File: src/rtl/rop3_pkg.sv
// rop3_pkg
//   Shared definitions for the ROP3 result packer slice.
//   - ROP3_N / ROP3_PACK / ROP3_DEPTH : default pixel width, pixels per word
//     and word-FIFO depth.
//   - rop3_entry_t : one FIFO entry {last, keep[PACK], data[N*PACK]} at the
//     default sizes.
//   - entry_width() : flattened entry width for any N/PACK.
package rop3_pkg;

    localparam int ROP3_N     = 8;
    localparam int ROP3_PACK  = 4;
    localparam int ROP3_DEPTH = 4;

    typedef struct packed {
        logic                          last;
        logic [ROP3_PACK-1:0]          keep;
        logic [ROP3_N*ROP3_PACK-1:0]   data;
    } rop3_entry_t;

    function automatic int entry_width(input int n, input int pack);
        return 1 + pack + n * pack;
    endfunction

endpackage

File: src/rtl/rop3_word_fifo.sv
// rop3_word_fifo
//   Synchronous DEPTH-entry word FIFO with occupancy count and simultaneous
//   push/pop. Storage is not reset; the head output reads as zero while the
//   FIFO is empty so downstream sees clean values after reset.
// Ports:
//   clk, rst      clock, synchronous active-high reset (pointers and count)
//   push, din     write one entry (ignored while full)
//   pop           remove the head entry (ignored while empty)
//   dout          head entry, zero when empty
//   count         number of stored entries, 0..DEPTH
//   empty         count == 0
module rop3_word_fifo #(
    parameter  int W     = 37,
    parameter  int DEPTH = 4,
    localparam int AW    = $clog2(DEPTH),
    localparam int CW    = $clog2(DEPTH + 1)
) (
    input  logic          clk,
    input  logic          rst,
    input  logic          push,
    input  logic [W-1:0]  din,
    input  logic          pop,
    output logic [W-1:0]  dout,
    output logic [CW-1:0] count,
    output logic          empty
);

    logic [W-1:0]  r_mem [DEPTH];
    logic [AW-1:0] r_wptr;
    logic [AW-1:0] r_rptr;
    logic [CW-1:0] r_count;
    logic          w_full;
    logic          w_push;
    logic          w_pop;

    assign w_full = (r_count == CW'(DEPTH));
    assign empty  = (r_count == '0);
    assign w_push = push && !w_full;
    assign w_pop  = pop && !empty;
    assign count  = r_count;
    assign dout   = empty ? '0 : r_mem[r_rptr];

    // Pointers are log2(DEPTH) bits, so they wrap modulo DEPTH on their own.
    always_ff @(posedge clk) begin
        if (rst) begin
            r_wptr  <= '0;
            r_rptr  <= '0;
            r_count <= '0;
        end else begin
            if (w_push) r_wptr <= r_wptr + AW'(1);
            if (w_pop)  r_rptr <= r_rptr + AW'(1);
            case ({w_push, w_pop})
                2'b10:   r_count <= r_count + CW'(1);
                2'b01:   r_count <= r_count - CW'(1);
                default: r_count <= r_count;
            endcase
        end
    end

    always_ff @(posedge clk) begin
        if (w_push) r_mem[r_wptr] <= din;
    end

endmodule

File: src/rtl/rop3_result_packer.sv
// rop3_result_packer
//   Packs PACK consecutive N-bit ROP3 result pixels into one wide word,
//   buffers words in a DEPTH-entry FIFO and presents them to the memory-write
//   side. in_last closes a frame, flushing a partial word with a keep mask.
//   Optional frame checksum enabled by defining ROP3_CHECKSUM_EN; without it
//   checksum/checksum_valid are tied to 0.
// Ports:
//   clk, rst                         clock, synchronous active-high reset
//   in_valid/in_data/in_last/in_ready  pixel input handshake
//   out_valid/out_data/out_keep/out_last/out_ready  packed word output
//   checksum, checksum_valid         16-bit frame sum, one-cycle update pulse
module rop3_result_packer
    import rop3_pkg::*;
#(
    parameter int N     = ROP3_N,
    parameter int PACK  = ROP3_PACK,
    parameter int DEPTH = ROP3_DEPTH
) (
    input  logic                clk,
    input  logic                rst,
    input  logic                in_valid,
    input  logic [N-1:0]        in_data,
    input  logic                in_last,
    output logic                in_ready,
    output logic                out_valid,
    output logic [N*PACK-1:0]   out_data,
    output logic [PACK-1:0]     out_keep,
    output logic                out_last,
    input  logic                out_ready,
    output logic [15:0]         checksum,
    output logic                checksum_valid
);

    localparam int LW = $clog2(PACK);
    localparam int EW = entry_width(N, PACK);
    localparam int CW = $clog2(DEPTH + 1);

    logic [LW-1:0]     r_lane;
    logic [N*PACK-1:0] r_hold;
    logic [PACK-1:0]   r_keep;

    logic              w_accept;
    logic              w_flush;
    logic              w_pop;
    logic              w_empty;
    logic [CW-1:0]     w_count;
    logic [N*PACK-1:0] w_word_data;
    logic [PACK-1:0]   w_word_keep;
    logic [EW-1:0]     w_head;

    // Ready depends only on the registered occupancy; no same-cycle pass-through.
    assign in_ready = !rst && (w_count < CW'(DEPTH));
    assign w_accept = in_valid && in_ready;
    assign w_flush  = w_accept && ((r_lane == LW'(PACK - 1)) || in_last);
    assign w_pop    = out_valid && out_ready;

    // Holding word with the incoming pixel merged into its lane; this is both
    // the next holding value and the word pushed on a flush.
    always_comb begin
        w_word_data                  = r_hold;
        w_word_data[r_lane*N +: N]   = in_data;
        w_word_keep                  = r_keep;
        w_word_keep[r_lane]          = 1'b1;
    end

    always_ff @(posedge clk) begin
        if (rst) begin
            r_lane <= '0;
            r_hold <= '0;
            r_keep <= '0;
        end else if (w_accept) begin
            if (w_flush) begin
                r_lane <= '0;
                r_hold <= '0;
                r_keep <= '0;
            end else begin
                r_lane <= r_lane + LW'(1);
                r_hold <= w_word_data;
                r_keep <= w_word_keep;
            end
        end
    end

    rop3_word_fifo #(
        .W     (EW),
        .DEPTH (DEPTH)
    ) u_fifo (
        .clk   (clk),
        .rst   (rst),
        .push  (w_flush),
        .din   ({in_last, w_word_keep, w_word_data}),
        .pop   (w_pop),
        .dout  (w_head),
        .count (w_count),
        .empty (w_empty)
    );

    assign out_valid                      = !w_empty;
    assign {out_last, out_keep, out_data} = w_head;

`ifdef ROP3_CHECKSUM_EN
    logic [15:0] r_sum;
    logic [15:0] r_checksum;
    logic        r_cs_vld;
    logic [15:0] w_sum_next;

    assign w_sum_next = r_sum + 16'(in_data);

    // The result registers on the same edge that pushes the last word, so the
    // pulse lines up with the first cycle that word can be at the FIFO head.
    always_ff @(posedge clk) begin
        if (rst) begin
            r_sum      <= '0;
            r_checksum <= '0;
            r_cs_vld   <= 1'b0;
        end else begin
            r_cs_vld <= 1'b0;
            if (w_accept) begin
                if (in_last) begin
                    r_checksum <= w_sum_next;
                    r_cs_vld   <= 1'b1;
                    r_sum      <= '0;
                end else begin
                    r_sum <= w_sum_next;
                end
            end
        end
    end

    assign checksum       = r_checksum;
    assign checksum_valid = r_cs_vld;
`else
    assign checksum       = '0;
    assign checksum_valid = 1'b0;
`endif

endmodule

File: config.mk
export PLATFORM = sky130hd
export DESIGN_NAME = rop3_result_packer
export DESIGN_NICKNAME = d
export VERILOG_FILES = /design/src/rtl/rop3_pkg.sv /design/src/rtl/rop3_word_fifo.sv /design/src/rtl/rop3_result_packer.sv
export SDC_FILE = /design/constraint.sdc
export NUM_CORES = 1
export LEC_CHECK = 0
export CORE_MARGIN = 2
export CORE_UTILIZATION = 62
export CTS_CLUSTER_SIZE = 10
export DETAILED_ROUTE_END_ITERATION = 8
export GPL_TIMING_DRIVEN = 0
export PLACE_DENSITY = 0.84
export SLEW_MARGIN = 20
export SYNTH_ARGS = -nofsm -noshare
export SYNTH_HDL_FRONTEND = slang
export SYNTH_SLANG_ARGS = --single-unit
File: constraint.sdc
create_clock -name clk -period 5.2 [get_ports clk]
set_input_delay 1.04 -clock clk [delete_from_list [all_inputs] [get_ports clk]]
set_output_delay 1.04 -clock clk [all_outputs]
set_load 0.005 [all_outputs]
==> impl_summary.log <==
INFO  metric maxCapViolations = 0
INFO  metric cts.sink_count = between 150 and 200
INFO  metric timing.hold.worst.start = r_keep[3]
INFO  metric route.vias.total = 4780
INFO  metric grt_start_max_net_pins = 26
INFO  metric placedInstanceArea = 9060 um2
INFO  metric cts_made_buffers = 17
INFO  metric timing_hold_violations_final = 0
INFO  metric timing.critical_path.from_type = flop
INFO  metric powerDensity = 420 nW/um2
INFO  metric grt_antenna_before_repair = 0
INFO  metric fmax = 289 MHz
INFO  metric synth.area.top_cells = edfxtp_1 (54%), dfxtp_1 (11%), mux4_2 (10%), a22o_1 (3.4%), buf_4 (2.0%)
INFO  metric synthArstFlopShare = 0%
INFO  metric placedCellCount = 778
INFO  metric finalSetupViolations = 0
INFO  metric fraction_of_layout_cells_with_a_size_suffix_above_1 = 22.7%
INFO  metric die-height = 119 um
INFO  metric worst-path-max-fanout = 10
INFO  metric rsz0062_at_grt = false
INFO  metric final.setup_skew = 9.11 ps
INFO  metric route.detailed.drc = 0
INFO  metric final.setup.tns = 0 ps
INFO  metric area_delta_synth_final = 18.1%
INFO  metric total_power = approximately 4.1 mW
INFO  metric min_period_over_period = 66.5%
INFO  metric gp_congestion = 0.799
INFO  metric clock_tree.root_cell = clkbuf_16
INFO  metric share_of_yosys_cell_area_claimed_by_the_top_area_cell_type = 53.9%
INFO  metric finalWorstPathRequiredPeriod = 3460 ps
INFO  metric floorplan.initialDensity = roughly 63%
INFO  metric synth_cell_types = 36
INFO  metric post_drt_via_cell_ratio = between 5 and 6
INFO  metric synth_edf_count = 148
INFO  metric timing_worst_slew_pin_value = 766 ps
INFO  metric ys_dominant_reg_cell = edfxtp_1
INFO  metric synthCells = between 500 and 600
INFO  metric clk_transition_reported_paths = about 70 ps
INFO  metric timing.setup.critical_path_class = reg -> out
INFO  metric first_pass_grt_wire_length = roughly 26000 um
INFO  metric tritoncts = built
INFO  metric cts_setup_buffers = 0
INFO  metric crit_arrival = between 2000 and 2500 ps
INFO  metric cts.hold.buffers_added = 0
INFO  metric multi_input_area = ~2400 um2
INFO  metric final_core_utilization = between 70% and 80%
INFO  metric seq_area = 5390 um2
INFO  metric clock_tree.buffer_depth = 2
INFO  metric global_route.usage.total = about a quarter
INFO  metric dpl.hpwl = 10100 um
INFO  metric total_number_of_h_tree_levels = 4
INFO  metric worstHoldPathType = reg -> reg
INFO  metric setup_slack = 1740 ps
INFO  metric timing.rr.start = r_lane[0]
INFO  metric placement.setup.worst_slack = 1700 ps
INFO  metric gr-total-overflow = 0
INFO  metric drt_pre_antenna_iters = 5
INFO  metric worst_ep_required_time = 4160 ps
INFO  metric num_rows = 42
INFO  metric syn_area_per_cell = 15.3 um2
INFO  metric antenna-diode-count = 0
INFO  metric outcome = complete, no violations
INFO  metric final_design_area_no_fill = ~9700 um2
INFO  metric die_width = 119 um
INFO  metric boundaryPins = 69
INFO  metric io_buffer_count = 42
INFO  metric finish.net_count = 648
INFO  metric synth_top_cell_by_area = edfxtp_1
INFO  metric syn-cell-area = 8250 um2
INFO  metric synth.ff_latch_count = 195
INFO  metric clock_latency = 430 ps
INFO  metric drtIter0Drc = 545
INFO  metric nFillCells = 767
INFO  metric synth-seq-area-share = 65.3%
INFO  metric finalWirelength = 16800 um
INFO  metric core = 13100 um2
INFO  metric die_area = 14200 um2
INFO  metric timing_max_transition_violations_final = 0
INFO  metric final_antenna_net_count = 0
INFO  metric layout.cells.non_filler = 810
INFO  metric via_count_of_the_first_global_routing_pass = 4873
INFO  metric worst_slew_margin_rel = between 40% and 50%
INFO  metric yosysWarnings = 0
INFO  metric end_kind = primary output
INFO  metric fin_hold_ws = approximately 460 ps
INFO  metric wire_per_inst = 20.7 um
INFO  metric vdd_drop_max = ~230 uV
INFO  metric total_leakage_power = 3.54 nW
INFO  metric cts.repair.resized = 0
layout make-up:
| type | instances | area share (%) |
|---|---|---|
| inverter | 43 | 1.66 |
| multi-input combinational | 269 | 24.6 |
| sequential | 195 | 55.3 |
| clock inverter | 14 | 2.58 |
| tap | 176 | 2.26 |
| clock buffer | 18 | 4.41 |
| timing repair buffer | 46 | 5.37 |
| buffer | 49 | 3.82 |
logic make-up (layout without fill, tap and decap cells):
| family | count (synthesis) | after routing | share of synthesized area [%] |
|---|---|---|---|
| multiplexers | 37 | 37 | 10.1 |
| adder cells (fa/ha/maj) | 14 | 14 | 2.21 |
| buffers and inverters | 92 | 170 | 6.46 |
| AND/OR/NAND/NOR | 115 | 115 | 8.80 |
| other | 1 | 17 | 0.0455 |
| flip-flops | 195 | 195 | 65.3 |
| AO/OA/AOI/OAI | 83 | 83 | 6.77 |
| XOR/XNOR | 3 | 3 | 0.319 |
state kept, by name (all words and copies together), names as in the netlist, named ones only:
register and flops:
u_fifo.count 3, r_lane 2, u_fifo.r_mem 148, r_hold 32
u_fifo.r_rptr 2, r_keep 4, u_fifo.r_wptr 2
cells in the final DEF, fill, tap and decap left out, types with 13 or more instances in the layout:
| cell | synthesis | routed |
|---|---|---|
| o21ai_0 | 33 | 33 |
| nor2b_1 | 26 | 26 |
| a22o_1 | 32 | 32 |
| clkbuf_16 | 0 | 17 |
| nand2_1 | 36 | 36 |
| buf_4 | 22 | 22 |
| edfxtp_1 | 148 | 148 |
| dfxtp_1 | 47 | 47 |
| buf_2 | 14 | 14 |
| clkdlybuf4s50_1 | 0 | 42 |
| inv_1 | 43 | 43 |
| mux4_2 | 37 | 37 |
| conb_1 | 1 | 17 |
| ha_1 | 13 | 13 |
cells in the mapped netlist, types with 2 or more instances:
| cell type | number |
|---|---|
| edfxtp_1 | 148 |
| or3_1 | 6 |
| and4bb_1 | 3 |
| nor2b_4 | 12 |
| o31ai_1 | 2 |
| nor2_1 | 12 |
| buf_6 | 5 |
| xor2_1 | 3 |
| o21ai_0 | 33 |
| o21ai_1 | 2 |
| nand3_1 | 3 |
| buf_12 | 3 |
| nor2b_1 | 26 |
| clkbuf_1 | 4 |
| nand2_1 | 36 |
| dfxtp_1 | 47 |
| a21oi_2 | 4 |
| ha_1 | 13 |
| and3_1 | 7 |
| or2_2 | 4 |
| buf_4 | 22 |
| inv_1 | 43 |
| buf_2 | 14 |
| a21oi_1 | 9 |
| a22o_1 | 32 |
| mux4_2 | 37 |
power by group:
part	switching [mW]	leakage [nW]	internal, mW
combinational	0.420	1.30	0.473
sequential	0.0213	1.92	1.70
clock	0.569	0.321	0.911
total	1.01	3.54	3.08
layer usage:
layer	routed length, um	track usage [%]	part of all wire [%]
met5	0	0	0
met4	428	9.71	2.6
met3	1030	4.55	6.1
met2	8680	42.2	52
met1	6650	32.3	40
final timing paths:
path	endpoint	slack [ps]	cells after the start
setup / recovery	out_data[31]	1740	5
setup reg to reg	u_fifo.count[2]	2530	10
hold / removal	r_keep[3]	460	2
hold reg to reg	r_keep[3]	460	2
worst max-delay path, cell delays in order, from the launching register on:
cell and delay [ps]:
dfxtp_1 320, clkbuf_2 290, buf_2 360, mux4_2 380
nor2b_1 160, clkdlybuf4s50_1 480
(Power assumes the default switching activity.)
